File: src/rtl/alu_result_queue_if.sv
// Handshake bundle between the ALU, the result queue and the writeback consumer.
// Valid/ready: a transfer occurs on a rising edge where valid && ready; the sender holds its payload stable while valid is high and ready is low.
interface alu_result_queue_if;
  logic        in_valid;
  logic        in_ready;
  logic [31:0] in_result;
  logic        in_cout;
  logic        in_overflow;
  logic        out_valid;
  logic        out_ready;
  logic [31:0] out_result;
  logic        out_zero;
  logic        out_cout;
  logic        out_overflow;

  modport master (
    output in_valid, in_result, in_cout, in_overflow, out_ready,
    input  in_ready, out_valid, out_result, out_zero, out_cout, out_overflow
  );

  modport slave (
    input  in_valid, in_result, in_cout, in_overflow, out_ready,
    output in_ready, out_valid, out_result, out_zero, out_cout, out_overflow
  );
endinterface

File: src/rtl/alu_result_queue.sv
// In-order result queue behind the 32-bit ALU with a sticky overflow flag.
// Define ALU_RES_OVF_CNT_EN to build the saturating overflow event counter.
module alu_result_queue #(
  parameter int DEPTH = 4,
  parameter int CNT_W = 16
) (
  input  logic                     clk_i,
  input  logic                     rst_n,
  alu_result_queue_if.slave        bus,
  input  logic                     flush,
  input  logic                     sticky_clr,
  output logic [$clog2(DEPTH):0]   level,
  output logic                     sticky_ovf,
  output logic [CNT_W-1:0]         ovf_count,
  output logic [1:0]               occ_state
);
  localparam int PTR_W = $clog2(DEPTH);
  localparam int LVL_W = PTR_W + 1;
  localparam logic [LVL_W-1:0] FULL_LVL = LVL_W'(DEPTH);

  typedef enum logic [1:0] {
    OCC_EMPTY   = 2'd0,
    OCC_PARTIAL = 2'd1,
    OCC_FULL    = 2'd2
  } occ_e;

  logic [33:0]      mem [DEPTH];
  logic [PTR_W-1:0] wr_ptr_q;
  logic [PTR_W-1:0] rd_ptr_q;
  logic [LVL_W-1:0] level_q;
  logic             sticky_q;
  logic             push;
  logic             pop;
  logic             ovf_push;
  logic [33:0]      head;
  occ_e             occ;

  // Occupancy class, decoded from the level register.
  always_comb begin
    occ = OCC_PARTIAL;
    if (level_q == '0)           occ = OCC_EMPTY;
    else if (level_q == FULL_LVL) occ = OCC_FULL;
  end

  assign occ_state    = occ;
  assign bus.in_ready = rst_n && (occ != OCC_FULL);
  assign bus.out_valid = (occ != OCC_EMPTY);
  assign push     = bus.in_valid && bus.in_ready;
  assign pop      = bus.out_valid && bus.out_ready;
  assign ovf_push = push && bus.in_overflow;

  always_ff @(posedge clk_i or negedge rst_n) begin
    if (!rst_n) begin
      wr_ptr_q <= '0;
      rd_ptr_q <= '0;
      level_q  <= '0;
    end else if (flush) begin
      wr_ptr_q <= '0;
      rd_ptr_q <= '0;
      level_q  <= '0;
    end else begin
      if (push) wr_ptr_q <= wr_ptr_q + PTR_W'(1);
      if (pop)  rd_ptr_q <= rd_ptr_q + PTR_W'(1);
      case ({push, pop})
        2'b10:   level_q <= level_q + LVL_W'(1);
        2'b01:   level_q <= level_q - LVL_W'(1);
        default: level_q <= level_q;
      endcase
    end
  end

  // Storage needs no reset: entries are only observable while level covers them.
  always_ff @(posedge clk_i) begin
    if (push && !flush) mem[wr_ptr_q] <= {bus.in_result, bus.in_cout, bus.in_overflow};
  end

  // A push discarded by flush still records its overflow.
  always_ff @(posedge clk_i or negedge rst_n) begin
    if (!rst_n)          sticky_q <= 1'b0;
    else if (ovf_push)   sticky_q <= 1'b1;
    else if (sticky_clr) sticky_q <= 1'b0;
  end

`ifdef ALU_RES_OVF_CNT_EN
  logic [CNT_W-1:0] ovf_cnt_q;

  always_ff @(posedge clk_i or negedge rst_n) begin
    if (!rst_n)                      ovf_cnt_q <= '0;
    else if (sticky_clr)             ovf_cnt_q <= ovf_push ? CNT_W'(1) : '0;
    else if (ovf_push && !(&ovf_cnt_q)) ovf_cnt_q <= ovf_cnt_q + CNT_W'(1);
  end

  assign ovf_count = ovf_cnt_q;
`else
  assign ovf_count = '0;
`endif

  assign head             = bus.out_valid ? mem[rd_ptr_q] : '0;
  assign bus.out_result   = head[33:2];
  assign bus.out_cout     = head[1];
  assign bus.out_overflow = head[0];
  assign bus.out_zero     = bus.out_valid && ~|head[33:2];
  assign level            = level_q;
  assign sticky_ovf       = sticky_q;
endmodule

File: src/flat_wrapper.sv
// flat-port wrapper written by rule: the top's interface ports become plain ports
module alu_result_queue_flat 
#(
  parameter int DEPTH = 4,
  parameter int CNT_W = 16
)
  (clk_i, rst_n, flush, sticky_clr, level, sticky_ovf, ovf_count, occ_state, bus_in_valid, bus_in_result, bus_in_cout, bus_in_overflow, bus_out_ready, bus_in_ready, bus_out_valid, bus_out_result, bus_out_zero, bus_out_cout, bus_out_overflow);
  alu_result_queue_if bus_i ();
  input  logic clk_i;
  input  logic rst_n;
  input  logic flush;
  input  logic sticky_clr;
  output logic [$clog2(DEPTH):0] level;
  output logic sticky_ovf;
  output logic [CNT_W-1:0] ovf_count;
  output logic [1:0] occ_state;
  input wire logic [$bits(bus_i.in_valid)-1:0] bus_in_valid;
  input wire logic [$bits(bus_i.in_result)-1:0] bus_in_result;
  input wire logic [$bits(bus_i.in_cout)-1:0] bus_in_cout;
  input wire logic [$bits(bus_i.in_overflow)-1:0] bus_in_overflow;
  input wire logic [$bits(bus_i.out_ready)-1:0] bus_out_ready;
  output wire logic [$bits(bus_i.in_ready)-1:0] bus_in_ready;
  output wire logic [$bits(bus_i.out_valid)-1:0] bus_out_valid;
  output wire logic [$bits(bus_i.out_result)-1:0] bus_out_result;
  output wire logic [$bits(bus_i.out_zero)-1:0] bus_out_zero;
  output wire logic [$bits(bus_i.out_cout)-1:0] bus_out_cout;
  output wire logic [$bits(bus_i.out_overflow)-1:0] bus_out_overflow;
  assign bus_i.in_valid = bus_in_valid;
  assign bus_i.in_result = bus_in_result;
  assign bus_i.in_cout = bus_in_cout;
  assign bus_i.in_overflow = bus_in_overflow;
  assign bus_i.out_ready = bus_out_ready;
  assign bus_in_ready = bus_i.in_ready;
  assign bus_out_valid = bus_i.out_valid;
  assign bus_out_result = bus_i.out_result;
  assign bus_out_zero = bus_i.out_zero;
  assign bus_out_cout = bus_i.out_cout;
  assign bus_out_overflow = bus_i.out_overflow;
  alu_result_queue #(.DEPTH(DEPTH), .CNT_W(CNT_W)) u_core (.clk_i(clk_i), .rst_n(rst_n), .bus(bus_i), .flush(flush), .sticky_clr(sticky_clr), .level(level), .sticky_ovf(sticky_ovf), .ovf_count(ovf_count), .occ_state(occ_state));
endmodule
File: config.mk
export PLATFORM = sky130hd
export DESIGN_NAME = alu_result_queue_flat
export DESIGN_NICKNAME = d
export VERILOG_FILES = /design/src/rtl/alu_result_queue_if.sv /design/src/rtl/alu_result_queue.sv /design/src/flat_wrapper.sv
export SDC_FILE = /design/constraint.sdc
export NUM_CORES = 1
export LEC_CHECK = 0
export BUFFER_PORTS_ARGS = -buffer_cell sky130_fd_sc_hd__clkbuf_2
export CAP_MARGIN = 20
export CORE_MARGIN = 4
export CORE_UTILIZATION = 30
export CTS_CLUSTER_DIAMETER = 40
export DETAILED_ROUTE_END_ITERATION = 7
export GPL_TIMING_DRIVEN = 1
export PLACE_DENSITY = 0.61
export SLEW_MARGIN = 0
export SYNTH_ARGS = -nofsm -noshare
export SYNTH_HDL_FRONTEND = slang
export SYNTH_SLANG_ARGS = --single-unit
export TNS_END_PERCENT = 100
File: constraint.sdc
create_clock -name clk_i -period 2.02 [get_ports clk_i]
set_input_delay 0.404 -clock clk_i [delete_from_list [all_inputs] [get_ports clk_i]]
set_output_delay 0.404 -clock clk_i [all_outputs]
set_load 0.02 [all_outputs]
==> PnR_summary.wiki, run 1 <==
{| class="wikitable"
! Metric !! Value
|-
| Grt total ovfl || 0
|-
| Most area-hungry cell type in the Yosys netlist || sky130_fd_sc_hd__edfxtp_1
|-
| Minimum hold slack || 184 ps
|-
| Slowest stage delay, CP || 550 ps
|-
| Initial DRT Pass Iterations || 4
|-
| Total global routing track utilization || 12.2%
|-
| Die H || 148 um
|-
| Path class of the lowest-slack min-delay path || primary input to register
|-
| Endpoint of the most critical register-to-register path || u_core.level[2]$_DFFE_PN0P_
|-
| Worst voltage drop across the vdd grid || 0.000718 V
|-
| TritonCTS clock tree || yes
|-
| Core Area || between 15000 and 20000 um2
|-
| Launch point of the worst reg-to-reg path || u_core.level[0]$_DFFE_PN0P_
|-
| Reg2reg path depth || 9
|-
| Startpoint type of the worst setup path || register
|-
| Leading post-synthesis cells by cell area || sky130_fd_sc_hd__edfxtp_1 70%, sky130_fd_sc_hd__mux4_2 13%, sky130_fd_sc_hd__and2_1 4.2%
|-
| Number of sinks handled by clock tree synthesis || 144
|-
| Setup slack of the worst register-to-register path || -80 ps
|-
| Starting utilization of the core area || a little under a third
|-
| Number of buffers created by CTS || 17
|-
| Max Slew Vio Count || 0
|-
| Clk buf depth || 2
|-
| H-tree depth || 4
|-
| I/O pins || 99
|-
| Die area || 21800 um2
|-
| Clk Latency, worst-skew pair || between 400 and 500 ps
|-
| Overall die width || 148 um
|-
| Post-route clock skew || 6.70 ps
|-
| Net count of the finished layout || approximately 480
|-
| Via total after detailed routing || 3171
|-
| DRC viols || 0
|-
| Number of flip-flops and latches in the synthesized netlist || 144
|-
| Post-layout minimum cycle time || 3010 ps
|-
| Global-route wire length before repair || 19800 um
|-
| Post-synth top flop || sky130_fd_sc_hd__edfxtp_1
|-
| Violated checks || setup timing
|-
| Initial antenna violation count || 2
|-
| Terminating pin of the worst hold path || u_core.sticky_ovf$_DFFE_PN0P_
|-
| Clock-pin slew on the worst setup and hold paths || 60 ps
|-
| Total power density per cell area || roughly 1400 nW/um2
|-
| Placed cell count || 654
|-
| Max_cap viols || 0
|-
| Data arrival at the endpoint of the critical path || ~2600 ps
|-
| Initial DRC count || about 190
|-
| Maximum number of pins on one net before global-route repair || 24
|-
| Sequential share of the synthesized area || 73.2%
|-
| Area used by multi-input combinational logic || 1590 um2
|-
| Portion of synthesized cell area occupied by the leading cell type || 69.7%
|-
| Hold Violations, Final || 0
|-
| Detailed placer's ending HPWL || 8710 um
|-
| Synth top cells by count || 136 x sky130_fd_sc_hd__edfxtp_1, 39 x sky130_fd_sc_hd__and2_1, 33 x sky130_fd_sc_hd__mux4_2
|-
| RSZ-0062 raised after global routing || true
|-
| Root buf cell || sky130_fd_sc_hd__clkbuf_16
|-
| Proportion of register bits with asynchronous set or reset after synthesis || 5.56%
|-
| Area taken by flip-flops and latches || 4290 um2
|-
| Max Freq || between 0.3 and 0.4 GHz
|-
| Yosys synthesis warning count || 0
|-
| Category of cells accounting for the largest share of critical-path delay || simple AND/OR/NAND/NOR gates
|-
| Most frequent cell on the critical path || sky130_fd_sc_hd__buf_12
|-
| Cell with the biggest individual delay on the critical path || sky130_fd_sc_hd__mux4_2
|-
| Crit. End Element || output port
|-
| Floorplan row count || 50
|-
| Min-Delay Startpoint || sticky_clr
|-
| Distinct cells, synth || 33
|-
| Per-instance average area after synthesis || around 20 um2
|-
| Final WL || 13100 um
|-
| Number of cells on the worst hold path || 2
|-
| Static Leak || 2.94 nW
|-
| Layout Area Growth over Synthesis || 39.0%
|-
| Number of port buffers || 82
|-
| Detail-routed net length per standard cell || 18.3 um
|-
| Combined area of all synthesized cells || 5860 um2
|-
| Worst-case setup margin in the final layout || -990 ps
|-
| Layout cells sized above 1 || 56.9%
|-
| Data required time of the critical path || about 1600 ps
|-
| Filler Cells Inserted || ~1700
|-
| Finish-stage setup viols || 38
|-
| Number of global-route vias before repair || 3373
|-
| Largest fanout on the critical path || 9
|-
| Placer Congestion || 0.726
|-
| Worst-path cell chain || buf_12 > buf_12 > mux4_2 > nor4_4 > nand4_1 > nor3_4 > clkbuf_8
|-
| Setup Crit Path Kind || register to output port
|-
| Cell count after synthesis || 297
|-
| Final period utilization || 149%
|-
| Most frequently used cell type in the post-synthesis netlist || sky130_fd_sc_hd__edfxtp_1
|-
| Number of routed nets with antenna violations || 0
|-
| Number of vias per cell || 4.45
|-
| Final standard cell count with taps included and fillers excluded || 713
|-
| EDFF count, synth || between 100 and 150
|-
| Status || finished, violations left
|-
| Combined buffer and inverter count along the critical path || 3
|}
==> report_power, final <==
group          switching [mW]  leakage (nW)  total (mW)  internal [mW]
Clock                    1.22         0.286        3.17           1.95
Sequential             0.0782          1.33        3.48           3.40
Combinational            2.26          1.32        4.95           2.69
Total                    3.56          2.94        11.6           8.04
==> cells in the final DEF, fill, tap and decap left out, drive strengths merged, types with 2 or more instances in the layout <==
cell / n
mux2i: 2
buf: 71
nor4: 7
inv: 9
clkinv: 6
edfxtp: 136
ha: 4
clkbuf: 81
conb: 16
bufinv: 3
clkinvlp: 4
nand4: 3
nand3: 2
dfrtp: 8
xor2: 3
nor2: 10
and2: 39
mux4: 34
xnor2: 3
==> worst max-delay path by stage <==
stage / start / endpoint / slack (ps) / depth (start not counted)
floorplan: u_core.rd_ptr_q[1]$_DFFE_PN0P_ / bus_out_zero / -270 / 6
global placement: u_core.rd_ptr_q[0]$_DFFE_PN0P_ / bus_out_zero / -700 / 6
detailed placement: u_core.rd_ptr_q[0]$_DFFE_PN0P_ / bus_out_zero / -720 / 6
CTS: u_core.rd_ptr_q[0]$_DFFE_PN0P_ / bus_out_zero / -990 / 6
global route: u_core.rd_ptr_q[0]$_DFFE_PN0P_ / bus_out_zero / -1070 / 9
finish: u_core.rd_ptr_q[0]$_DFFE_PN0P_ / bus_out_zero / -990 / 7
==> logic make-up after synthesis <==
kind of cell | count (synthesis) | share of synthesized area [%]
adder cells (fa/ha/maj) | 5 | 1.20
buffers and inverters | 35 | 3.85
flip-flops | 144 | 73.2
AO/OA/AOI/OAI | 5 | 0.577
XOR/XNOR | 6 | 0.898
other | 1 | 0.0640
multiplexers | 36 | 13.5
AND/OR/NAND/NOR | 65 | 6.77
==> metal layers <==
layer / share of wire (%) / track usage, % / up-vias
met5: 0.21 / 0 / -
met4: 1.1 / 3.91 / 4
met3: 7.4 / 4.63 / 17
met2: 50 / 20.1 / 104
met1: 41 / 15.0 / 1616
li1: - / - / 1430
==> worst reg2reg max path, cell delays in order (launching register included) <==
cell and delay [ps]:
sky130_fd_sc_hd__dfrtp_2 410, sky130_fd_sc_hd__buf_6 120, sky130_fd_sc_hd__buf_6 120, sky130_fd_sc_hd__o31ai_4 300, sky130_fd_sc_hd__a21oi_4 50, sky130_fd_sc_hd__fa_2 380
sky130_fd_sc_hd__a311o_1 320, sky130_fd_sc_hd__o21ai_1 90, sky130_fd_sc_hd__xnor2_1 130, sky130_fd_sc_hd__nor2_1 60
==> what timing repair did <==
item	CTS	global route
pin swaps	24	18
setup endpoints to repair	37	39
resized for setup	84	59
gates cloned	1	0
hold buffers	1	0
setup buffers	10	17
endpoints found under the hold margin	8	0
==> area by class of cell <==
| type | instances | area share (%) |
|---|---|---|
| flip-flops and latches | 144 | 52.7 |
| multi-input cells | 133 | 19.6 |
| repair buffers | 136 | 15.8 |
| clock buffers | 17 | 5.23 |
| well taps | 260 | 4.00 |
| clock inverters | 15 | 2.29 |
| inverters | 7 | 0.354 |
| diodes | 1 | 0.0307 |
==> sequential cells by signal, summed over array words and instances, names as in the netlist <==
register	flops
u_core.level	3
u_core.mem	136
u_core.rd_ptr_q	2
u_core.wr_ptr_q	2
u_core.sticky_ovf	1
==> through the flow <==
stage / total power, mW / utilization [%] / setup WS [ps] / setup TNS, ps / cell area [um2]
floorplan: 5.59 / - / -271 / -271 / 5950
global placement: 6.83 / 36.0 / -697 / -723 / 6830
finish: 11.6 / 42.9 / -990 / -13320 / 8140
CTS: 11.1 / 41.6 / -986 / -13100 / 7880
global route: 12.1 / 42.9 / -1070 / -15830 / 8140
detailed placement: 6.86 / 36.0 / -718 / -767 / 6830
Note: power is estimated with default switching activity, not from simulation.
==> run 2: changes to the inputs <==
PLACE_DENSITY = 0.59   (was 0.61)
clock period = 3.5 ns   (was 2.02 ns; I/O delays follow)
==> run 2 against run 1 <==
  * The run now ends clean
  * Sequential share of layout area rose by 7.6 points
  * Non-clock buffer count fell by 47
  * Sequential power fell by 42%
  * Highest routed layer unchanged
  * Global-route usage is 0.58 points lower
  * Worst setup slack improved by 1100 ps
  * Clock skew is 2.5 ps lower
  * First-iteration DRC count is 22% lower
==> PnR_summary.wiki, run 2 (synthesis results as in run 1) <==
{| class="wikitable"
! Metric !! Value
|-
| Status || finished, final reports clean
|-
| Path class of the lowest-slack min-delay path || primary input to async pin
|-
| Detailed placer's ending HPWL || 7880 um (-9.5%)
|-
| Worst voltage drop across the vdd grid || 0.000382 V (-47%)
|-
| Initial DRT Pass Iterations || 4 (unchanged)
|-
| Largest register FFs || 136 (unchanged)
|-
| TritonCTS clock tree || yes
|-
| Number of sinks handled by clock tree synthesis || 144 (unchanged)
|-
| Post-route clock skew || 4.22 ps (-2.48 ps)
|-
| Floorplan row count || 50 (unchanged)
|-
| Final sum of negative setup slack || 0 ps (+13320 ps)
|-
| Net count of the finished layout || 437 (-9.7%)
|-
| Setup slack of the worst register-to-register path || 1100 ps (+1180 ps)
|-
| Crit. End Element || output port
|-
| Commonest non-fill, non-tap cell in the layout || sky130_fd_sc_hd__edfxtp_1
|-
| RSZ-0062 raised after global routing || false
|-
| Global-route wire length before repair || 18800 um (-5.0%)
|-
| Layout Area Growth over Synthesis || 21.4%
|-
| Max_cap viols || 0 (unchanged)
|-
| Detail-routed net length per standard cell || 18.4 um (+0.35%)
|-
| Final standard cell count with taps included and fillers excluded || 663 (-7.0%)
|-
| Setup Crit Path Kind || register to output port
|-
| Via total after detailed routing || 2949 (-7.0%)
|-
| Number of buffers created by CTS || 17 (unchanged)
|-
| Filler Cells Inserted || 1750 (+5.1%)
|-
| Total global routing track utilization || 11.6% (-0.58 points)
|-
| Area taken by flip-flops and latches || 4290 um2 (-0.12%)
|-
| Grt total ovfl || 0 (unchanged)
|-
| Endpoint of the most critical register-to-register path || u_core.level[2]$_DFFE_PN0P_
|-
| Initial DRC count || 149 (-22%)
|-
| Number of routed nets with antenna violations || 0 (unchanged)
|-
| Max Freq || 0.297 GHz
|-
| Starting utilization of the core area || 30.9% (unchanged)
|-
| Clk buf depth || 2 (unchanged)
|-
| Worst-case setup margin in the final layout || 130 ps (+1120 ps)
|-
| Initial antenna violation count || 2 (unchanged)
|-
| Number of hold buffers added after cts || 0 (-1)
|-
| Critical path endpoint || bus_out_zero
|-
| Area used by multi-input combinational logic || 1430 um2 (-10%)
|-
| Data arrival at the endpoint of the critical path || 2670 ps (+60 ps)
|-
| Data required time of the critical path || 2800 ps (+1180 ps)
|-
| I/O pins || 99 (unchanged)
|-
| Placer Congestion || 0.717 (-1.2%)
|-
| Final period utilization || 96.3%
|-
| Number of port buffers || 82 (unchanged)
|-
| Number of global-route vias before repair || 3247 (-3.7%)
|-
| Maximum number of pins on one net before global-route repair || 37 (+54%)
|-
| Startpoint type of the worst setup path || register
|-
| Number of vias per cell || 4.45 (about the same)
|-
| Pre-CTS WS || 473 ps (+1190 ps)
|-
| Die area || 21800 um2 (unchanged)
|-
| Worst-path cell chain || buf_16 > mux4_2 > nor4_1 > nand4_1 > nor3_2 > clkbuf_2
|-
| Clock-pin slew on the worst setup and hold paths || 60 ps (about the same)
|-
| Cell with the biggest individual delay on the critical path || sky130_fd_sc_hd__mux4_2
|-
| Post-route total power || 5.32 mW (-54%)
|-
| Slowest stage delay, CP || 560 ps (about the same)
|-
| Post-layout minimum cycle time || 3370 ps
|-
| Layout cells sized above 1 || 39.7% (-17 points)
|-
| Max Slew Vio Count || 0 (unchanged)
|-
| Register with the most flip-flops || u_core.mem
|-
| Static Leak || 2.49 nW (-15%)
|-
| Largest fanout on the critical path || 36 (+27)
|-
| H-tree depth || 4 (unchanged)
|-
| Launch point of the worst reg-to-reg path || u_core.level[0]$_DFFE_PN0P_
|-
| Clk Latency, worst-skew pair || 410 ps (about the same)
|-
| Placed cell count || 633 (-3.2%)
|-
| Overall die width || 148 um (unchanged)
|-
| Die H || 148 um (unchanged)
|-
| Reg2reg path depth || 7 (-2)
|-
| Finish-stage setup viols || 0 (-100%)
|-
| Final WL || 12200 um (-6.7%)
|-
| Commonest non-fill, non-tap cells in the layout || 136 x sky130_fd_sc_hd__edfxtp_1, 82 x sky130_fd_sc_hd__clkbuf_2, 35 x sky130_fd_sc_hd__and2_1
|-
| Source of the critical timing path || u_core.rd_ptr_q[0]$_DFFE_PN0P_
|-
| Total power density per cell area || 749 nW/um2 (-47%)
|-
| Max-slew headroom || 45.3%
|-
| Slew at the pin with the worst max-slew slack || around 800 ps
|-
| Diodes inserted || 0 (-1)
|-
| Core Area || 19000 um2 (unchanged)
|-
| DRC viols || 0 (unchanged)
|-
| Root buf cell || sky130_fd_sc_hd__clkbuf_16
|-
| Hold Violations, Final || 0 (unchanged)
|}
-- run 2: worst min path at each step --
stage	start	to	slack [ps]	depth (start not counted)
after floorplan	rst_n	u_core.level[0]$_DFFE_PN0P_	400	0
after global placement	u_core.sticky_ovf$_DFFE_PN0P_	u_core.sticky_ovf$_DFFE_PN0P_	520	2
after detailed placement	u_core.sticky_ovf$_DFFE_PN0P_	u_core.sticky_ovf$_DFFE_PN0P_	530	2
after CTS	rst_n	u_core.sticky_ovf$_DFFE_PN0P_	150	1
after global routing	rst_n	u_core.sticky_ovf$_DFFE_PN0P_	160	1
final	rst_n	u_core.sticky_ovf$_DFFE_PN0P_	160	1
-- run 2: stage by stage --
| step | utilization [%] | hold WS, ps | cell area (um2) |
|---|---|---|---|
| after floorplan | - | 404 | 5910 |
| after global placement | 34.5 | 519 | 6550 |
| after detailed placement | 34.5 | 531 | 6550 |
| after CTS | 37.3 | 152 | 7080 |
| after global routing | 37.5 | 161 | 7110 |
| final | 37.5 | 165 | 7110 |
-- run 2: routing by layer --
| metal | track usage [%] | up-vias | routed length [um] |
|---|---|---|---|
| met5 | 0 | - | 22 |
| met2 | 19.6 | 94 | 6160 |
| met1 | 13.9 | 1510 | 5020 |
| met3 | 4.81 | 12 | 884 |
| li1 | - | 1329 | - |
| met4 | 2.98 | 4 | 93 |
-- run 2: final cells by class --
cell class	instances	area share (%)
well taps	260	4.58
flip-flops and latches	144	60.3
inverters	7	0.370
clock inverters	10	1.35
repair buffers	89	7.14
multi-input cells	133	20.1
clock buffers	20	6.14
-- run 2: report_power, final --
group,total (mW),switching (mW),internal (mW)
clock network,1.64,0.615,1.02
registers,2.01,0.0466,1.96
logic,1.68,1.04,0.636
total,5.32,1.70,3.62
-- run 2: what timing repair did --
action	4_1_cts	5_1_grt
gates resized for setup	0	5
endpoints found under the hold margin	0	0
buffers inserted	0	0
endpoints found under the setup margin	0	1
-- run 2: critical path, delay by kind of cell, from the launching register on --
family / cells / cell delay (ps)
simple gates: 3 / 820
mux: 1 / 560
buf+inv: 2 / 490
flops: 1 / 390
